`config.mk`:
```
export PLATFORM = sky130hd
export DESIGN_NAME = serial_cla_adder_ctrl
export DESIGN_NICKNAME = d
export VERILOG_FILES = /design/src/rtl/alu_defs_pkg.sv /design/src/rtl/four_bit_cla_adder.sv /design/src/rtl/serial_cla_adder_ctrl.sv
export SDC_FILE = /design/constraint.sdc
export NUM_CORES = 1
export LEC_CHECK = 0
export CAP_MARGIN = 20
export CELL_PAD_IN_SITES_DETAIL_PLACEMENT = 0
export CELL_PAD_IN_SITES_GLOBAL_PLACEMENT = 2
export CORE_MARGIN = 3
export CORE_UTILIZATION = 31
export CTS_CLUSTER_SIZE = 20
export DETAILED_ROUTE_END_ITERATION = 10
export PLACE_DENSITY = 0.86
export SYNTH_ARGS = -nofsm -noshare
export SYNTH_HDL_FRONTEND = slang
export SYNTH_SLANG_ARGS = --single-unit
```
`constraint.sdc`:
```
create_clock -name clk -period 4 [get_ports clk]
set_input_delay 0.6 -clock clk [delete_from_list [all_inputs] [get_ports clk]]
set_output_delay 0.6 -clock clk [all_outputs]
set_load 0.01 [all_outputs]
```
`src/rtl/alu_defs_pkg.sv`:
```
// Shared ALU definitions: FSM encoding, nibble width and ALU op codes for the
// multi-cycle arithmetic path.
package alu_defs;

  localparam int unsigned NIBBLE_W = 4;

  typedef enum logic [1:0] {
    S_IDLE = 2'd0,
    S_RUN  = 2'd1,
    S_DONE = 2'd2
  } state_t;

  typedef enum logic [1:0] {
    ALU_ADD  = 2'd0,
    ALU_ADDU = 2'd1,
    ALU_SUB  = 2'd2,
    ALU_SUBU = 2'd3
  } alu_op_t;

  // Drives the adder's sub input from the decoded ALU op.
  function automatic logic alu_op_is_sub(alu_op_t op);
    return (op == ALU_SUB) || (op == ALU_SUBU);
  endfunction

endpackage

```
`src/rtl/four_bit_cla_adder.sv`:
```
// 4-bit carry-lookahead adder; all carries derived in parallel from g/p terms.
module four_bit_cla_adder (
  input  logic [3:0] a,
  input  logic [3:0] b,
  input  logic       cin,
  output logic [3:0] r,
  output logic       cout
);

  logic [3:0] g;
  logic [3:0] p;
  logic [4:0] c;

  always_comb begin
    g    = a & b;
    p    = a ^ b;
    c[0] = cin;
    c[1] = g[0] | (p[0] & cin);
    c[2] = g[1] | (p[1] & g[0]) | (p[1] & p[0] & cin);
    c[3] = g[2] | (p[2] & g[1]) | (p[2] & p[1] & g[0]) | (p[2] & p[1] & p[0] & cin);
    c[4] = g[3] | (p[3] & g[2]) | (p[3] & p[2] & g[1]) | (p[3] & p[2] & p[1] & g[0])
         | (p[3] & p[2] & p[1] & p[0] & cin);
    r    = p ^ c[3:0];
    cout = c[4];
  end

endmodule

```
`src/rtl/serial_cla_adder_ctrl.sv`:
```
// Multi-cycle add/subtract: one 4-bit CLA reused across all nibbles, LSB first,
// with the carry registered between cycles.
module serial_cla_adder_ctrl
  import alu_defs::*;
#(
  parameter int unsigned WIDTH = 32
) (
  input  logic             clk,
  input  logic             rst,
  input  logic             start,
  input  logic             sub,
  input  logic [WIDTH-1:0] op_a,
  input  logic [WIDTH-1:0] op_b,
  output logic             busy,
  output logic             done,
  output logic [WIDTH-1:0] result,
  output logic             carry,
  output logic             overflow,
  output logic             zero
);

  localparam int unsigned NUM_NIB = WIDTH / NIBBLE_W;
  localparam int unsigned CNT_W   = (NUM_NIB > 1) ? $clog2(NUM_NIB) : 1;
  localparam logic [CNT_W-1:0] LAST_NIB = CNT_W'(NUM_NIB - 1);

  state_t            state_q, state_d;
  logic [WIDTH-1:0]  a_q, a_d, b_q, b_d, res_q, res_d;
  logic [CNT_W-1:0]  cnt_q, cnt_d;
  logic              cy_q, cy_d;
  logic              a_msb_q, a_msb_d, b_msb_q, b_msb_d;
  logic              carry_q, carry_d, ovf_q, ovf_d, zero_q, zero_d;

  logic [NIBBLE_W-1:0] sum_nib;
  logic                nib_cout;
  logic [WIDTH-1:0]    res_shift;

  four_bit_cla_adder u_cla (
    .a    (a_q[NIBBLE_W-1:0]),
    .b    (b_q[NIBBLE_W-1:0]),
    .cin  (cy_q),
    .r    (sum_nib),
    .cout (nib_cout)
  );

  assign res_shift = {sum_nib, res_q[WIDTH-1:NIBBLE_W]};

  always_comb begin
    state_d = state_q;
    a_d     = a_q;
    b_d     = b_q;
    res_d   = res_q;
    cnt_d   = cnt_q;
    cy_d    = cy_q;
    a_msb_d = a_msb_q;
    b_msb_d = b_msb_q;
    carry_d = carry_q;
    ovf_d   = ovf_q;
    zero_d  = zero_q;
    case (state_q)
      S_IDLE: begin
        if (start) begin
          // Subtraction is A + ~B + 1: invert B here, the +1 enters as initial carry.
          a_d     = op_a;
          b_d     = op_b ^ {WIDTH{sub}};
          cy_d    = sub;
          cnt_d   = '0;
          res_d   = '0;
          carry_d = 1'b0;
          ovf_d   = 1'b0;
          zero_d  = 1'b0;
          a_msb_d = op_a[WIDTH-1];
          b_msb_d = op_b[WIDTH-1] ^ sub;
          state_d = S_RUN;
        end
      end
      S_RUN: begin
        res_d = res_shift;
        a_d   = a_q >> NIBBLE_W;
        b_d   = b_q >> NIBBLE_W;
        cy_d  = nib_cout;
        cnt_d = cnt_q + CNT_W'(1);
        if (cnt_q == LAST_NIB) begin
          // Flags registered on the last nibble so they are valid with done.
          carry_d = nib_cout;
          ovf_d   = (a_msb_q == b_msb_q) && (res_shift[WIDTH-1] != a_msb_q);
          zero_d  = (res_shift == '0);
          state_d = S_DONE;
        end
      end
      S_DONE:  state_d = S_IDLE;
      default: state_d = S_IDLE;
    endcase
  end

  always_ff @(posedge clk or posedge rst) begin
    if (rst) begin
      state_q <= S_IDLE;
      a_q     <= '0;
      b_q     <= '0;
      res_q   <= '0;
      cnt_q   <= '0;
      cy_q    <= 1'b0;
      a_msb_q <= 1'b0;
      b_msb_q <= 1'b0;
      carry_q <= 1'b0;
      ovf_q   <= 1'b0;
      zero_q  <= 1'b0;
    end else begin
      state_q <= state_d;
      a_q     <= a_d;
      b_q     <= b_d;
      res_q   <= res_d;
      cnt_q   <= cnt_d;
      cy_q    <= cy_d;
      a_msb_q <= a_msb_d;
      b_msb_q <= b_msb_d;
      carry_q <= carry_d;
      ovf_q   <= ovf_d;
      zero_q  <= zero_d;
    end
  end

  assign busy     = (state_q != S_IDLE);
  assign done     = (state_q == S_DONE);
  assign result   = res_q;
  assign carry    = carry_q;
  assign overflow = ovf_q;
  assign zero     = zero_q;

endmodule

```
# Yosys cells after proc, flatten, opt, wreduce, memory -nomap -nowiden
# Index checks and enable logic that the tools add are counted.
op_classes:
  mux: 20
  n_eq_ne: 7
  n_addsub: 1
  reduce_logical: 9
  n_bitwise: 31
op_table:
  columns: ["op", "n"]
  rows:
  - ["32-bit one-hot mux with 2 select lines", 3]
  - ["32-bit 2-to-1 mux", 3]
  - ["32-bit logical NOT", 1]
  - ["32-bit XOR", 1]
  - ["1-bit AND", 16]
  - ["1-bit bitwise OR", 10]
  - ["1-bit one-hot mux with 2 select lines", 4]
  - ["4-bit XOR", 2]
  - ["3-bit one-hot mux with 2 select lines", 1]
  - ["2-bit AND reduction", 3]
  - ["1-bit 2-to-1 mux", 5]
  - ["4-bit AND", 1]
  - ["2-bit 2-to-1 mux", 2]
  - ["2-bit != test, second input constant", 2]
  - ["2-bit one-hot mux with 2 select lines", 1]
  - ["2-bit nonzero test", 2]
  - ["3-bit by 1-bit adder with 3-bit output, second input constant", 1]
  - ["3-bit == test, second input constant", 1]
  - ["3-bit 2-to-1 mux", 1]
  - ["3-bit AND reduction", 1]
  - ["2-bit by 1-bit == test with 1-bit output, second input constant", 1]
  - ["2-bit == test, second input constant", 1]
  - ["2-bit logical NOT", 1]
  - ["1-bit == test", 1]
  - ["3 further kinds", 3]
totals:
  reg_bits: 107
  word_cells: 79
  inputBits: 68

# Longest topological paths before layout
# Gate-level depths: netlist (run 1).
depth:
  ltp_word: 10
  depth_mapped: 6
  ltp_nobuf: 6

# By module
# A second synthesis (run 1) with hierarchy kept.
unflattened:
  cells_unflattened: 525
  area_unflattened_um2: 4968.5
by_module_without_submodules:
  columns: ["mod", "seq_area_each_um2", "cells_each", "instances", "area_each_um2"]
  rows:
  - ["serial_cla_adder_ctrl", 2677.6, 508, 1, 4820.9]
  - ["four_bit_cla_adder", 0.0, 17, 1, 147.6]

# Least setup slack after synthesis (run 1)
# Ideal clock, no wire load.
synth_path:
  path_type: "flip-flop to flip-flop"
  start: "reg a_q[0]"
  end: "reg zero_q, in the netlist zero"
  path_buffers: 0
  slack_ps: 2010
  arrival_time_ps: 1898
  stages_incl_launch_ff: 7
  setup_ps: 92
  cell_sequence: "dfrtp_1 > inv_1 > fa_1 > nor4b_1 > nand2_2 > or4_1 > o31ai_2"
synth_between:
  elab_chain_len: 8
  elab_cells_between_ends: 18
  classes_between: "mux (2); bitwise (15); reduce/logical (1)"
synth_rtl:
  columns: ["item", "line", "text"]
  rows:
  - ["start, declared", "serial_cla_adder_ctrl.sv:27", "logic [WIDTH-1:0] a_q, a_d, b_q, b_d, res_q, res_d;"]
  - ["start signal, assigned", "serial_cla_adder_ctrl.sv:98", "a_q <= '0;"]
  - ["start signal, assigned", "serial_cla_adder_ctrl.sv:110", "a_q <= a_d;"]
  - ["4-bit AND or 4-bit XOR (tied branches)", "four_bit_cla_adder.sv:15, four_bit_cla_adder.sv:16", null]
  - ["1-bit AND (on tied branches)", "four_bit_cla_adder.sv:19, four_bit_cla_adder.sv:20", null]
  - ["1-bit bitwise OR, or another cell as far along", "four_bit_cla_adder.sv:19", "c[2] = g[1] | (p[1] & g[0]) | (p[1] & p[0] & cin);"]
  - ["1-bit bitwise OR (on tied branches)", "four_bit_cla_adder.sv:19, four_bit_cla_adder.sv:20", null]
  - ["4-bit XOR (*)", "four_bit_cla_adder.sv:23", "r = p ^ c[3:0];"]
  - ["32-bit logical NOT (*)", "serial_cla_adder_ctrl.sv:86", "zero_d = (res_shift == '0);"]
  - ["1-bit 2-to-1 mux (*)", "serial_cla_adder_ctrl.sv:82", "if (cnt_q == LAST_NIB) begin"]
  - ["1-bit one-hot mux with 2 select lines (*)", "serial_cla_adder_ctrl.sv:59", "case (state_q)"]
  - ["end signal, assigned", "serial_cla_adder_ctrl.sv:119", "zero_q <= zero_d;"]
  - ["end, declared", "serial_cla_adder_ctrl.sv:31", "logic carry_q, carry_d, ovf_q, ovf_d, zero_q, zero_d;"]
# Every way passes the cells marked *; elsewhere a longest branch is shown, timed or not. The select of a mux whose other input is x is not followed.
# A chain may end at the register's enable or synchronous reset.

# Final worst setup path (run 1)
layout_path:
  start: "reg state_q[0]"
  end: "reg b_q[9]"
layout_between:
  elab_chain_len: 3
  elab_cells_between_ends: 6
  classes_between: "eq/ne (2); mux (1); reduce/logical (3)"
layout_rtl:
  columns: ["item", "line", "text"]
  rows:
  - ["start, declared", "serial_cla_adder_ctrl.sv:26", "state_t state_q, state_d;"]
  - ["start signal, assigned", "serial_cla_adder_ctrl.sv:109", "state_q <= state_d;"]
  - ["2-bit by 1-bit == test with 1-bit output or 2-bit logical NOT (tied branches)", "serial_cla_adder_ctrl.sv:59", null]
  - ["2-bit nonzero test (no source line) or 2-bit != test (tied branches)", null, null]
  - ["2-bit AND reduction (no source line)", null, null]
  - ["end signal, assigned", "serial_cla_adder_ctrl.sv:99", "b_q <= '0;"]
  - ["end signal, assigned", "serial_cla_adder_ctrl.sv:111", "b_q <= b_d;"]
  - ["end, declared", "serial_cla_adder_ctrl.sv:27", null]
# Parallel ways exist; a longest one is shown, timed or not.

==> results of run 1 <==
==> metrics by stage <==
step | cells | utilization, % | instance area, um^2 | hold WS (ns)
floorplan | 532 | - | 4980 | 0.467
global placement | 811 | 39.9 | 6170 | 0.470
detailed placement | 813 | 40.1 | 6210 | 0.490
CTS | 829 | 42.2 | 6540 | 0.510
global route | 829 | 42.2 | 6540 | 0.534
finish | 829 | 42.2 | 6540 | 0.506
==> sequential cells by signal, indices dropped and copies added (netlist names) <==
register	flops
state_q	2
result	32
carry	1
cy_q	1
b_msb_q	1
zero	1
a_msb_q	1
overflow	1
cnt_q	3
b_q	32
a_q	32
==> cell type report <==
| cell class | instances | area share [%] |
|---|---|---|
| Sequential cell | 107 | 41.0 |
| Multi-Input combinational cell | 380 | 32.7 |
| Timing Repair Buffer | 109 | 16.9 |
| Tap cell | 211 | 4.04 |
| Clock buffer | 11 | 3.71 |
| Clock inverter | 5 | 1.28 |
| Inverter | 6 | 0.383 |
==> placed cells by master, fill, tap and decap left out, types with 2 or more instances in the layout <==
| cell | instances |
|---|---|
| nand2_1 | 137 |
| dfrtp_1 | 107 |
| clkdlybuf4s50_1 | 103 |
| nor2_1 | 64 |
| o21ai_0 | 42 |
| xnor2_1 | 31 |
| a31oi_1 | 28 |
| a221o_1 | 28 |
| clkbuf_16 | 9 |
| ha_1 | 6 |
| nand3_1 | 5 |
| inv_1 | 5 |
| a211oi_1 | 4 |
| xor2_1 | 4 |
| nor4_2 | 4 |
| a21oi_1 | 3 |
| nand2_2 | 2 |
| nor3_1 | 2 |
| o2bb2ai_1 | 2 |
| clkinvlp_4 | 2 |
| bufinv_16 | 2 |
| buf_12 | 2 |
| buf_4 | 2 |
==> final timing paths <==
| check | slack, ns | endpoint | start |
|---|---|---|---|
| max | 1.79 | b_q[9] | state_q[0] |
| min | 0.51 | cnt_q[0] | cnt_q[0] |
| max reg2reg | 1.79 | b_q[9] | state_q[0] |
| min reg2reg | 0.51 | cnt_q[0] | cnt_q[0] |
| max in group asynchronous | 2.48 | a_q[1] | rst |
| min in group asynchronous | 0.78 | a_q[25] | rst |
==> cell families after synthesis <==
| family | after synthesis | share of synthesized area [%] |
|---|---|---|
| simple gates | 224 | 18.5 |
| compound gates | 114 | 15.8 |
| flops | 107 | 53.8 |
| buf+inv | 45 | 3.82 |
| xor+xnor | 35 | 6.16 |
| fa+ha+maj | 7 | 1.91 |
==> metal layers <==
layer	vias up	GRT usage, %	wire [um]
met1	1967	21.5	6010
li1	1973	-	-
met3	12	3.04	661
met2	123	21.0	5530
met5	-	0	0
met4	0	4.85	172
==> worst register-to-register path: cells and delay by family, from the launching register on <==
kind	cells	cell delay, ns
flops	1	0.53
buf+inv	1	0.26
compound gates	1	0.31
simple gates	2	1.00
==> where the power goes <==
group          leakage, nW  switching (mW)  internal [mW]
Combinational         1.22            1.17          0.986
Sequential            1.34           0.407           1.58
Clock                0.152           0.408          0.569
==> qor.yml, run 1 <==
core_um2: 15500
p_total_mw: 5.12
syn-mean-instance-area_um2: 9.36
setup_slack_ns: 1.79
antenna_found_initial: 0
hold_path.class: "reg2reg"
reg2regPathDepth: 4
ys.warnings.count: 0
cts.htree.levels: 3
rows: 45
first_pass_iters: 5
critPathCaptureType: "register"
hpwlAfterDp_mm: 8.37
gp_congestion: 0.785
start_util_pct: 32.2
first_iter_violations: 319
cp_data_arrival_time_ns: 2.44
cp_cell_sequence: "nor2b_4 > nor2_2 > buf_8 > a221o_1"
powerDensity_nw_per_um2: 783
die_x_um: 133
synth_nets: 607
drc_errors: 0
drv_cap: 0
synth_seq_area_share_pct: 53.8
period_needed_ns: 2.21
ys_ff_latch: 107
clkLatencyLatePin_ns: 0.35
report.final.slew_viol_count: 0
worst-path-stages: 4
outcome: "finished clean"
peakVddDrop_uv: 274
synth_top_flop_cell: "dfrtp_1"
syn2layout_area_growth_pct: 31.3
yosysTopAreaCell: "dfrtp_1"
slowest_delay_ns: 0.72
drt.antenna.violating_nets: 0
cts_tree: "done"
synth_edf_count: 0
holdPathStages: 1
cts_made_buffers: 9
grt_overflow_total: 0
pre_cts_slack_ns: 1.52
synthCells: 532
p_leak_nw: 2.71
critPathBufInv: 1
required_ns: 4.23
startpoint_type: "register"
vias_per_cell: 4.92
hold_violations: 0
multi_input_area_um2: 2140
synth_cell_type_count: 37
cts-root-buf: "clkbuf_16"
final-seq-area_um2: 2680
clock_skew_ns: 0.00844
grt_usage_pct: 14.5
drive_gt1_share_pct: 5.34
grt_pass1_vias: 3951
slowest_stage: "nor2b_4"
fmax_mhz: 453
synth.most_common_cell: "nand2_1"
wl_per_cell_um: 14.9
top_level_ports: 105
vias: 4075
netlist_top_cells_area: "dfrtp_1, nand2_1, a221o_1, xnor2_1, nor2_1"
synth_area_um2: 4980
tns_ns: 0
grt_max_degree: 100
ctsHoldBuffers: 0
finalSetupViolations: 0
clkTransAtPathRegs_ns: 0.07
yosysTopAreaCellShare_pct: 53.8
clk_path_buf_depth: 2
die_area_um2: 17600
cts_sinks: 107
synthTopCellsByCount: "nand2_1, dfrtp_1, nor2_1, o21ai_0, xnor2_1"
rsz0062_at_grt: "false"
async_flop_share_pct: 100
max_slew_margin_pct: 35.0
fin_nets: 688
ctsResizeCount: 0
fillers: 1519
crit_path_max_fanout: 34
port_buffers: 104
antenna_cells: 0
cp_top_family: "simple AND/OR/NAND/NOR gates"
postCtsSetupBuffers: 0
path_class: "reg2reg"
tightest_slew_ns: 0.975
grt_pass1_wl_mm: 20.8
routed_wl_mm: 12.4
period_share_pct: 55.2
die_y_um: 133
No activity file was read; power rests on OpenSTA's default activity.
==> run 2, diff against run 1 <==
--- a/config.mk
+++ b/config.mk
@@ -9,10 +9,10 @@
 export CELL_PAD_IN_SITES_DETAIL_PLACEMENT = 0
 export CELL_PAD_IN_SITES_GLOBAL_PLACEMENT = 2
 export CORE_MARGIN = 3
-export CORE_UTILIZATION = 31
+export CORE_UTILIZATION = 28
 export CTS_CLUSTER_SIZE = 20
 export DETAILED_ROUTE_END_ITERATION = 10
-export PLACE_DENSITY = 0.86
+export PLACE_DENSITY = 0.82
 export SYNTH_ARGS = -nofsm -noshare
 export SYNTH_HDL_FRONTEND = slang
 export SYNTH_SLANG_ARGS = --single-unit
==> constraint.sdc (replaced) <==
create_clock -name clk -period 1.9 [get_ports clk]
set_input_delay 0.285 -clock clk [delete_from_list [all_inputs] [get_ports clk]]
set_output_delay 0.285 -clock clk [all_outputs]
set_load 0.01 [all_outputs]
==> qor.yml, run 2 (synthesized netlist as in run 1, its figures left out) <==
slowest_stage: "clkdlybuf4s50_1"
period_share_pct: 103
grt_pass1_wl_mm: 21.9
grt_overflow_total: 0
powerDensity_nw_per_um2: 1640
critPathCaptureType: "primary output"
layout_commonest_cell: "nand2_1"
top_level_ports: 105
power_frac_seq_pct: 37.7
clkLatencyLatePin_ns: 0.35
drive_gt1_share_pct: 9.86
die_area_um2: 19400
fillers: 1709
outcome: "complete, but fails checks"
report.final.slew_viol_count: 0
pre_cts_slack_ns: -0.130
violations: "setup timing"
hold_violations: 0
finalSetupViolations: 2
p_comb_share_pct: 45.7
antenna_found_initial: 0
gp_congestion: 0.756
drt.antenna.violating_nets: 0
crit_path_max_fanout: 6
cp_cell_sequence: "nor2b_1 > clkdlybuf4s50_1"
cts-root-buf: "clkbuf_16"
slowest_delay_ns: 0.57
p_switching_mw: 4.44
p_total_mw: 11.1
first_iter_violations: 267
ctsHoldBuffers: 0
cp_data_arrival_time_ns: 1.67
cts_made_buffers: 9
first_pass_iters: 4
routed_wl_mm: 12.9
antenna_cells: 0
fin_nets: 709
cts_sinks: 107
final_cells: 864
grt_pass1_vias: 4202
hold_path.class: "in2async"
hpwlAfterDp_mm: 9.23
tns_ns: -0.0841
grt_max_degree: 56
cts_tree: "done"
reg2regPathDepth: 6
peakVddDrop_uv: 612
placed_cells: 846
core_um2: 17400
port_buffers: 104
rsz0062_at_grt: "true"
pwr-share-clk_pct: 16.6
fin_hold_ws_ns: 0.390
clk_path_buf_depth: 2
clock_skew_ns: 0.0104
tightest_slew_ns: 0.342
die_x_um: 139
drc_errors: 0
wl_per_cell_um: 15.0
cts.htree.levels: 3
grt_usage_pct: 13.6
syn2layout_area_growth_pct: 36.3
period_needed_ns: 1.95
layout_common_cells: "nand2_1, dfrtp_1, clkdlybuf4s50_1"
fmax_mhz: 512
max_slew_margin_pct: 77.2
vias: 4128
drv_cap: 0
path_class: "reg2out"
p_leak_nw: 2.83
vias_per_cell: 4.78
switching_share_pct: 39.9
internal_power_mw: 6.68
start_util_pct: 28.7
startpoint_type: "register"
clkTransAtPathRegs_ns: 0.08
die_y_um: 139
setup_slack_ns: -0.0524
rows: 48
required_ns: 1.62
run 2: cell types whose count changed in the layout (fill, tap and decap cells not counted), sizes merged:
cell,before,now
clkinvlp,2,3
clkbuf,11,9
buf,6,27
inv,7,10
bufinv,2,0
run 2: repair_timing:
action / in CTS / in global routing
buffers inserted: 1 / 1
endpoints found under the setup margin: 3 / 8
resized for setup: 3 / 5
pin swaps: 3 / 3
run 2: power by group through the flow:
| stage | logic [mW] | registers [mW] | clock network (mW) |
|---|---|---|---|
| after global routing | 5.68 | 4.34 | 2.00 |
| after CTS | 5.03 | 4.20 | 1.90 |
| after detailed placement | 5.00 | 4.22 | 0 |
| after global placement | 4.88 | 4.20 | 0 |
| final | 5.08 | 4.19 | 1.85 |
| after floorplan | 3.00 | 4.10 | 0 |
run 2: metal layers:
layer  GRT usage, %  vias up  wire, um
met5              0        -         0
met4           4.07        0       189
met3           2.16       14       557
met2           20.9      102      5870
met1           19.8     1991      6300
li1               -     2021         -
run 2: layout make-up:
class / count / area, um^2 / area share [%]
repair buffers: 130 / 1320 / 19.4
inverters: 6 / 26.3 / 0.387
flip-flops and latches: 107 / 2680 / 39.5
clock inverters: 7 / 66.3 / 0.977
multi-input cells: 380 / 2190 / 32.2
clock buffers: 9 / 225 / 3.32
well taps: 225 / 282 / 4.15
run 2: final timing paths:
| kind | from | to | slack, ns |
|---|---|---|---|
| min | rst | a_q[25] | 0.39 |
| min in group clk | sub | b_q[28] | 0.45 |
| max reg2reg | cy_q | zero | -0.03 |
| min reg2reg | carry | carry | 0.48 |
| max in group asynchronous | rst | state_q[0] | 1.23 |
| max | state_q[1] | done | -0.05 |
run 2: stage by stage:
step           instance area [um^2]  utilization, %
3_5_place_dp                   6440            37.1
2_1_floorplan                  5000               -
4_1_cts                        6750            38.9
3_3_place_gp                   6440            37.1
6_report                       6780            39.1
5_1_grt                        6780            39.1
run 2: critical path: cells and delay by family (launching register included):
family                 cells  cell delay [ns]
buffers and inverters      1             0.57
flip-flops                 1             0.52
AND/OR/NAND/NOR            1             0.23
